<file path="src/rtl/alu_seq_responder.sv">
// Sequential handshaked ALU responder: accepts one {op1, op2, oprn}
// request, executes it (single cycle, or iterative shift-add for multiply),
// and holds {result, err} until the consumer takes it.
module alu_seq_responder #(
  parameter int DATA_WIDTH = 32,
  parameter int OPRN_WIDTH = 6
) (
  input  logic                  CLK,
  input  logic                  RST,
  input  logic                  in_valid,
  output logic                  in_ready,
  input  logic [DATA_WIDTH-1:0] op1,
  input  logic [DATA_WIDTH-1:0] op2,
  input  logic [OPRN_WIDTH-1:0] oprn,
  output logic                  out_valid,
  input  logic                  out_ready,
  output logic [DATA_WIDTH-1:0] result,
  output logic                  err
);

  // Counter must reach DATA_WIDTH itself: DATA_WIDTH shift-add steps
  // followed by one cycle that publishes the accumulator.
  localparam int                    CNT_W       = $clog2(DATA_WIDTH + 1);
  localparam logic [CNT_W-1:0]      MUL_LAST    = CNT_W'(DATA_WIDTH);
  localparam logic [DATA_WIDTH-1:0] SHAMT_LIMIT = DATA_WIDTH'(DATA_WIDTH);

  localparam logic [OPRN_WIDTH-1:0] OP_ADD = OPRN_WIDTH'(1);
  localparam logic [OPRN_WIDTH-1:0] OP_SUB = OPRN_WIDTH'(2);
  localparam logic [OPRN_WIDTH-1:0] OP_MUL = OPRN_WIDTH'(3);
  localparam logic [OPRN_WIDTH-1:0] OP_SRL = OPRN_WIDTH'(4);
  localparam logic [OPRN_WIDTH-1:0] OP_SLL = OPRN_WIDTH'(5);
  localparam logic [OPRN_WIDTH-1:0] OP_AND = OPRN_WIDTH'(6);
  localparam logic [OPRN_WIDTH-1:0] OP_OR  = OPRN_WIDTH'(7);
  localparam logic [OPRN_WIDTH-1:0] OP_NOR = OPRN_WIDTH'(8);
  localparam logic [OPRN_WIDTH-1:0] OP_SLT = OPRN_WIDTH'(9);

  typedef enum logic [1:0] {
    IDLE = 2'd0,
    EXEC = 2'd1,
    MUL  = 2'd2,
    DONE = 2'd3
  } state_t;

  state_t                r_state;
  state_t                w_state_next;
  logic                  w_accept;

  // During MUL, r_op1 doubles as the shifting multiplicand and r_op2 as
  // the shifting multiplier, so no extra operand copies are needed.
  logic [DATA_WIDTH-1:0] r_op1;
  logic [DATA_WIDTH-1:0] r_op2;
  logic [OPRN_WIDTH-1:0] r_oprn;
  logic [DATA_WIDTH-1:0] r_acc;
  logic [CNT_W-1:0]      r_cnt;
  logic [DATA_WIDTH-1:0] r_result;
  logic                  r_err;

  logic [DATA_WIDTH-1:0] w_exec_result;
  logic                  w_exec_err;
  logic [DATA_WIDTH-1:0] w_add_term;

  // State register; reset from any state returns to IDLE and drops any response.
  always_ff @(posedge CLK) begin
    if (RST) begin
      r_state <= IDLE;
    end else begin
      r_state <= w_state_next;
    end
  end

  // Next-state and handshake outputs; in_ready only in IDLE, out_valid only in DONE.
  always_comb begin
    w_state_next = r_state;
    in_ready     = 1'b0;
    out_valid    = 1'b0;
    w_accept     = 1'b0;
    case (r_state)
      IDLE: begin
        in_ready = 1'b1;
        if (in_valid) begin
          w_accept     = 1'b1;
          w_state_next = (oprn == OP_MUL) ? MUL : EXEC;
        end
      end
      EXEC: begin
        w_state_next = DONE;
      end
      MUL: begin
        if (r_cnt == MUL_LAST) begin
          w_state_next = DONE;
        end
      end
      DONE: begin
        out_valid = 1'b1;
        if (out_ready) begin
          w_state_next = IDLE;
        end
      end
      default: begin
        w_state_next = IDLE;
      end
    endcase
  end

  // Single-cycle operations evaluated from the registered operands.
  always_comb begin
    w_exec_result = '0;
    w_exec_err    = 1'b0;
    case (r_oprn)
      OP_ADD: w_exec_result = r_op1 + r_op2;
      OP_SUB: w_exec_result = r_op1 - r_op2;
      OP_SRL: w_exec_result = (r_op2 >= SHAMT_LIMIT) ? '0 : (r_op1 >> r_op2);
      OP_SLL: w_exec_result = (r_op2 >= SHAMT_LIMIT) ? '0 : (r_op1 << r_op2);
      OP_AND: w_exec_result = r_op1 & r_op2;
      OP_OR:  w_exec_result = r_op1 | r_op2;
      OP_NOR: w_exec_result = ~(r_op1 | r_op2);
      OP_SLT: w_exec_result = {{(DATA_WIDTH-1){1'b0}}, (r_op1 < r_op2)};
      default: begin
        // Unsupported opcode (0x03 never reaches EXEC).
        w_exec_result = '0;
        w_exec_err    = 1'b1;
      end
    endcase
  end

  // Partial product for the current multiplier bit.
  always_comb begin
    w_add_term = r_op2[0] ? r_op1 : '0;
  end

  // Operand capture, iterative multiply and result holding register.
  always_ff @(posedge CLK) begin
    if (RST) begin
      r_op1    <= '0;
      r_op2    <= '0;
      r_oprn   <= '0;
      r_acc    <= '0;
      r_cnt    <= '0;
      r_result <= '0;
      r_err    <= 1'b0;
    end else begin
      case (r_state)
        IDLE: begin
          if (w_accept) begin
            r_op1  <= op1;
            r_op2  <= op2;
            r_oprn <= oprn;
            r_acc  <= '0;
            r_cnt  <= '0;
          end
        end
        EXEC: begin
          r_result <= w_exec_result;
          r_err    <= w_exec_err;
        end
        MUL: begin
          if (r_cnt == MUL_LAST) begin
            // Low word only; matches two's-complement product for signed inputs.
            r_result <= r_acc;
            r_err    <= 1'b0;
          end else begin
            r_acc <= r_acc + w_add_term;
            r_op1 <= r_op1 << 1;
            r_op2 <= r_op2 >> 1;
            r_cnt <= r_cnt + 1'b1;
          end
        end
        default: begin
          // DONE: hold result/err until the consumer takes them.
        end
      endcase
    end
  end

  assign result = r_result;
  assign err    = r_err;

endmodule

</file>
<file path="config.mk">
export PLATFORM = sky130hd
export DESIGN_NAME = alu_seq_responder
export DESIGN_NICKNAME = d
export VERILOG_FILES = /design/src/rtl/alu_seq_responder.sv
export SDC_FILE = /design/constraint.sdc
export NUM_CORES = 1
export LEC_CHECK = 0
export CORE_MARGIN = 3
export CORE_UTILIZATION = 40
export DETAILED_ROUTE_END_ITERATION = 6
export PLACE_DENSITY_LB_ADDON = 0.1
export RECOVER_POWER = 100
export SYNTH_ARGS = -nofsm -noshare
export SYNTH_HDL_FRONTEND = slang
export SYNTH_SLANG_ARGS = --single-unit
</file>
<file path="constraint.sdc">
create_clock -name CLK -period 8.6 [get_ports CLK]
set_input_delay 2.15 -clock CLK [delete_from_list [all_inputs] [get_ports CLK]]
set_output_delay 2.15 -clock CLK [all_outputs]
set_load 0.05 [all_outputs]
</file>
==> flow_summary.toml <==
[outcome]
outcome = "finished, violations left"
violations = "capacitance limit, slew limit"

[sta]
finalCritPeriodShare_pct = 75.9
hold-worst-slack_ns = 0.472
relSlewSlack_pct = -123
drv_slew = 209
hold_viol = 0
skew_ns = 0.0126
setup_ws_ns = 2.07
tightest_slew_ns = 3.35
fmax_mhz = 153
period_minus_slack_ns = 6.53
setup_tns_ns = 0
setup-violations-final = 0
rsz0062_at_grt = "false"

[floorplan]
dieArea_mm2 = 0.0435
placementRows = 73
die_w_um = 209
start_util_pct = 40.9
ios = 109
die_y_um = 209
fp.coreArea_mm2 = 0.0402

[cells_and_area]
antennaDiodeCount = 0
syn_to_final_growth_pct = 11.7
drive_gt1_share_pct = 7.15
final_nets = 2448
final_cells = 2777

[pwr]
leakagePower_uw = 0.00685
p_per_area_mw_per_mm2 = 373
p_total_uw = 6830
ir_drop_mv = 0.301

[synthesis]
ys_dominant_reg_cell = "dfxtp_1"
synthDistinctLibCells = 93
ys_ff_latch = 143
syn-cell-area_mm2 = 0.0164
avgSynthCellArea_um2 = 7.28
synth_top_area_share_pct = 17.4
ys_top_cells_by_count = "nor2_1, a21oi_1, nand2_1"
yosys_warnings = 0
synth-seq-area-share_pct = 17.4
synth_area_leaders = "dfxtp_1, ha_1, a21oi_1, mux2i_1, nor2_1"
synth_top_area_cell = "dfxtp_1"
synth_cells = 2256
synth.most_common_cell = "nor2_1"
async_flop_share_pct = 0
synth_edf_count = 0
synth_fp_nets = 2465

[route]
dr.pass1.iters = 6
initialDrtViolationCount = 2353
route.met2.wl_mm = 32.8
drt-vias-per-instance = 6.58
routed_wl_mm = 76.9
met1_length_mm = 33.1
wl_per_cell_um = 27.7
highest_layer = "met4"
vias = 18300
detail-route-antenna-nets = 0
drc = 0
dr_wl_met3_mm = 7.02

[placed_design]
hpwlAfterDp_mm = 56.6
dp_slack_ns = 3.92
place_inst = 2745
numPortBuffers = 108
gp_congestion = 1.04

[critical_path]
r2r_slack_ns = 2.68
r2r_start = "r_op2[0]"
start_kind = "input pin"
critPathSlowestCell = "clkbuf_1"
cp.arrival_ns = 6.87
worstRegToRegCells = 14
worst-path-max-fanout = 49
end_kind = "flip-flop"
crit_chain = "clkbuf_1 > clkbuf_1 > a21oi_1 > a221o_1 > a31oi_1 > a31oi_1"
r2r-end = "r_acc[31]"
cp.required_ns = 8.94
slowest_delay_ns = 1.67
path_class = "input pin to flip-flop"

[clocking]
path_clk_slew_ns = 0.06
clock_latency_ns = 0.49
clockBufferDepth = 2
cts_sinks = 143
cts-htree-levels = 4
numCtsBuffers = 17
cts_root_buffer = "clkbuf_16"
postCtsResizedCells = 0
post-cts-setup-buffers = 0
cts_hold_buf = 0
cts_tree = "built"

[min_path]
min_path_type = "flip-flop to flip-flop"
hold_path_depth = 2
min_from = "result[1]"
whs_endpoint = "result[1]"

[global_routing]
grt_pass1_vias = 16700
grt_pass1_wl_mm = 113
grt_overflow = 0
grt_usage_pct = 34.2
grt_max_degree = 75
antenna_found_initial = 0

[flow_run]
drv_cap = 4
## routing by layer
metal	GRT usage, %	vias to the layer above
met5	0	-
met1	47.4	8800
met2	50.8	1003
met4	16.5	0
met3	6.83	170
li1	-	8289
## cell usage in the layout (no fill, tap or decap), types with 21 or more instances in the layout
master,netlist,final
nor2_1,229,228
a21oi_1,226,225
nand2_1,215,215
dfxtp_1,143,138
ha_1,132,131
o21ai_0,124,127
inv_1,117,118
mux2i_1,94,94
a211oi_1,73,75
nand3_1,74,74
clkdlybuf4s50_1,0,71
nor3_1,52,51
buf_4,6,42
dlygate4sd3_1,0,36
a22oi_1,35,35
mux4_2,32,32
a221oi_1,32,32
a221o_1,32,32
a21o_1,30,30
a31oi_1,25,25
o211ai_1,25,25
o22ai_1,24,25
and3_1,23,23
nand2b_1,22,22
mux2_2,22,21
## power by group
| group | internal (µW) | switching [µW] | leakage [µW] |
|---|---|---|---|
| Combinational | 1630 | 3210 | 0.00538 |
| Sequential | 831 | 378 | 0.00117 |
| Clock | 465 | 323 | 0.000297 |
| Total | 2920 | 3910 | 0.00685 |
## kinds of logic after synthesis
| group | share of synthesized area (%) |
|---|---|
| muxes | 11.7 |
| and+or+nand+nor | 19.9 |
| AOI/OAI and AO/OA | 31.3 |
| xor gates and xnor gates | 1.81 |
| buffers and inverters | 7.47 |
| DFF | 17.4 |
| adders and majority gates | 10.4 |
## sequential cells by signal, summed over array words and instances, names as in the netlist
register	cells
r_cnt	6
r_oprn	6
r_acc	32
result	32
err	1
r_op2	32
r_op1	32
r_state	2
## worst max-delay path, delay by kind of cell
family                 cells  cell delay, ns
buffers and inverters      2            3.32
AO/OA/AOI/OAI              4            1.34
## area by class of cell
type                       instances  area (µm²)
clock buffer                      24         502
timing repair buffer             154        1410
multi-input combinational       1802       12400
clock inverter                     8         104
fill                            4218       21800
tap                              525         657
inverter                         121         454
sequential                       143        2870
## worst max path at each step
stage	startpoint	endpoint	slack, ns
finish	RST	result[25]	2.07
global route	RST	result[25]	1.84
CTS	r_op2[0]	r_acc[31]	3.98
detailed placement	in_valid	r_cnt[4]	3.92
global placement	in_valid	r_cnt[4]	3.96
floorplan	r_op2[0]	r_acc[30]	4.32
## stage by stage
step	area (µm²)	utilization [%]
2_1_floorplan	16400	-
3_3_place_gp	17800	44.2
3_5_place_dp	17800	44.2
4_1_cts	18400	45.8
5_1_grt	18300	45.6
6_report	18300	45.6
Power figures use the tool's default switching activity.
==> variant 1: new RTL, same settings <==
Encoding of `state_t`: now one-hot (4 bits for 4 states).
--- a/src/rtl/alu_seq_responder.sv
+++ b/src/rtl/alu_seq_responder.sv
@@ -34,11 +34,11 @@
   localparam logic [OPRN_WIDTH-1:0] OP_NOR = OPRN_WIDTH'(8);
   localparam logic [OPRN_WIDTH-1:0] OP_SLT = OPRN_WIDTH'(9);
 
-  typedef enum logic [1:0] {
-    IDLE = 2'd0,
-    EXEC = 2'd1,
-    MUL  = 2'd2,
-    DONE = 2'd3
+  typedef enum logic [3:0] {
+    IDLE = 4'b0001,
+    EXEC = 4'b0010,
+    MUL  = 4'b0100,
+    DONE = 4'b1000
   } state_t;
 
   state_t                r_state;
Check against the original RTL: same outputs for any inputs over 4 cycles, from zero or initial values and one cycle with RST high; so few cycles prove little.
==> variant 1 against the original RTL <==
- the flow finishes with violations (DRC, capacitance limit, slew limit)
- setup slack improved by 0.30 ns
- sequential cell count increased by 2
- global-route usage shrank 0.68 points
- sequential share of layout area increased by 0.90 points
- register-to-register slack got worse by 0.31 ns
- design area decreased by 4.0%
- routed wire length shrank 6.9%
- non-clock buffer count is 7 lower
- area after synthesis fell by 4.2%
- critical endpoint is now result[28]
- largest cell class unchanged
Power is not compared: it rests on default switching activity, and its combinational part moved more than twofold at a synthesized area within 25%.
==> variant 1: results <==
{
  "arrival_ns": 6.55,
  "grt_max_degree": 73,
  "hpwlAfterDp_um": 53570,
  "fillCellCount": 4018,
  "antenna_found_initial": 2,
  "worst_pin_slew_ns": 3.680,
  "place_congestion": 1.034,
  "preCtsSetupSlack_ns": 3.566,
  "r2r_setup_slack_ns": 2.37,
  "clkTransAtPathRegs_ns": 0.08,
  "p_seq_share_pct": 28.8,
  "yosys-top-cells-count": "266 x nor2_1, 186 x nand2_1, 180 x a21oi_1",
  "grtUsageTotal_pct": 33.49,
  "synth_xor_area_share_pct": 2.227,
  "synth.net_count": 2301,
  "crit_family": "compound AO/OA/AOI/OAI gates",
  "wl_per_cell_um": 27.37,
  "ys_seq_area_share_pct": 18.45,
  "met1_usage_pct": 45.34,
  "routed_via_density": 6.561,
  "crit_fanout": 41,
  "synthAdderAreaFrac_pct": 10.64,
  "wirelength_um": 71570,
  "syn_area_per_cell_um2": 7.509,
  "clock_skew_ns": 0.01580,
  "grt.met3_usage_pct": 10.53,
  "grt_pass1_wl_um": 105100,
  "clock_latency_ns": 0.47,
  "cap_violations": 4,
  "whs_ns": 0.4810,
  "status": "finished, violations left",
  "reg2reg_depth": 13,
  "first_pass_iters": 7,
  "synthMuxAreaShare_pct": 11.18,
  "synth_area_leaders": "dfxtp_1 18%, ha_1 10%, mux4_2 6.7%",
  "max_stage_delay_ns": 1.91,
  "holdPathEnd": "r_acc[4]",
  "maxSlewViolCount": 177,
  "grt_pass1_vias": 16030,
  "synth_compound_area_share_pct": 31.11,
  "violations": "DRC, capacitance limit, slew limit",
  "dp_cells": 2583,
  "worst_r2r_endpoint": "result[28]",
  "cts_setup_buffers": 0,
  "remaining_drc_errors": 2,
  "dieWidth_um": 204.3,
  "initialDrtViolationCount": 1947
}
[variant 1: cell count changes after synthesis, moves of 15 or more]
cell	delta
a221o_1	-18
mux4_2	+15
mux2i_1	-42
nor2_1	+37
a211oi_1	-48
a222oi_1	+57
nand2_1	-29
nand3_1	-34
a21oi_1	-46
[variant 1: cells by family (layout without fill, tap and decap cells)]
family	Yosys count	after routing
fa+ha+maj	132	132
simple gates	674	674
buf+inv	285	287
compound gates	704	704
mux	115	115
xor+xnor	40	40
flops	145	145
[variant 1: how the worst max path moves through the flow]
stage / from / end / slack [ns] / depth (start not counted)
floorplan: r_op2[0] / r_acc[30] / 4.78 / 16
global placement: in_valid / r_op2[22] / 3.62 / 7
detailed placement: in_valid / r_op2[2] / 3.57 / 7
CTS: r_op2[0] / r_acc[30] / 3.92 / 13
global route: r_op2[0] / result[22] / 1.95 / 13
finish: r_op2[0] / result[28] / 2.37 / 13
[variant 1: cell type report]
cell class / count / area, um2 / area share [%]
Inverter: 108 / 405.4 / 2.302
Timing Repair Buffer: 147 / 1356 / 7.701
Clock buffer: 19 / 442.9 / 2.515
Sequential cell: 145 / 2914 / 16.54
Tap cell: 518 / 648.1 / 3.680
Multi-Input combinational cell: 1665 / 11700 / 66.40
Clock inverter: 13 / 151.4 / 0.8596
[variant 1: stage by stage]
| stage | instance area (um2) | power, mW |
|---|---|---|
| after floorplan | 15730 | 1.664 |
| after global placement | 17060 | 2.082 |
| after detailed placement | 17060 | 2.086 |
| after CTS | 17650 | 2.871 |
| after global routing | 17610 | 3.026 |
| final | 17610 | 2.887 |
[variant 1: per-layer routing]
metal / vias up / share of wire [%]
met4: 2 / 4.0
li1: 7826 / -
met2: 846 / 43
met1: 8365 / 42
met5: - / 0.018
met3: 119 / 11
==> variant 2: new RTL, same flow settings <==
Made on the original files. The parameter `DATA_WIDTH` goes from 32 to 16.
--- a/src/rtl/alu_seq_responder.sv
+++ b/src/rtl/alu_seq_responder.sv
@@ -2,7 +2,7 @@
 // request, executes it (single cycle, or iterative shift-add for multiply),
 // and holds {result, err} until the consumer takes it.
 module alu_seq_responder #(
-  parameter int DATA_WIDTH = 32,
+  parameter int DATA_WIDTH = 16,
   parameter int OPRN_WIDTH = 6
 ) (
   input  logic                  CLK,
Ports: changed (resized op1, op2 and result); port bits go from 109 to 61. No check against the original RTL was run, so the function may have changed too.
==> variant 2 against the original RTL <==
- the flow still finishes with violations (capacitance limit, slew limit)
- sequential cell count down 65
- worst hold slack better by 0.017 ns
- cell count down 53%
- utilization up 0.73 points
- power down 71%
- via count down 56%
- routed wire length down 64%
- register-to-register slack better by 0.11 ns
- combinational power down 79%
- setup slack better by 0.72 ns
- design area down 53%
- area after synthesis down 53%
==> variant 2: results <==
{
  "place_congestion": 0.9535,
  "ys_seq_area_share_pct": 20.31,
  "crit_fanout": 38,
  "grt.met3_usage_pct": 3.604,
  "cap_violations": 2,
  "clock_latency_ns": 0.37,
  "cts_max_level": 3,
  "crit_family": "compound AO/OA/AOI/OAI gates",
  "violations": "capacitance limit, slew limit",
  "routed_via_density": 6.179,
  "slew_headroom_pct": -154.9,
  "yosys-top-cells-count": "146 x nor2_1, 102 x a21oi_1, 85 x nand2_1",
  "wl_met2_um": 12260,
  "reg2reg_depth": 12,
  "max_stage_delay_ns": 1.45,
  "synth_compound_area_share_pct": 28.03,
  "synthAdderAreaFrac_pct": 11.85,
  "fin_nets": 1166,
  "wirelength_um": 27680,
  "route.met3.wl_um": 1745,
  "portBuffers": 60,
  "initialDrtViolationCount": 774,
  "clock_skew_ns": 0.01161,
  "whs_ns": 0.4886,
  "arrival_ns": 5.87,
  "synth.distinct_cells": 65,
  "layout-drive-gt1-share_pct": 5.860,
  "r2r_setup_slack_ns": 2.79,
  "grt_max_degree": 80,
  "grt_pass1_vias": 7306,
  "maxSlewViolCount": 119,
  "holdPathEnd": "result[4]",
  "status": "finished, violations left",
  "dpl_cell_area_um2": 8411,
  "worst_r2r_endpoint": "r_acc[14]"
}
variant 2: cell types whose count changed after synthesis, moves of 32 or more:
cell	change
nor2_1	-83
nand3_1	-33
clkbuf_1	-79
ha_1	-64
o21ai_0	-79
dfxtp_1	-65
a21oi_1	-124
nand2_1	-130
inv_1	-64
a22oi_1	-32
mux2i_1	-51
variant 2: power breakdown:
part | internal [mW] | switching (mW) | leakage [nW]
Clock | 0.254 | 0.174 | 0.152
Combinational | 0.379 | 0.658 | 2.49
Sequential | 0.415 | 0.105 | 0.640
variant 2: stage by stage:
stage               utilization [%]  std cells  worst slack [ns]
floorplan                         -       1042             5.038
global placement              44.81       1276             3.767
detailed placement            44.81       1276             3.714
CTS                           46.49       1292             3.702
global route                  46.37       1292             2.125
finish                        46.37       1292             2.795
variant 2: final cells by class:
cell class	count	share of cell area (%)
Tap cell	234	3.364
Multi-Input combinational cell	833	64.50
Inverter	55	2.372
Clock buffer	10	2.631
Timing Repair Buffer	76	8.181
Sequential cell	78	17.96
Clock inverter	6	0.9921
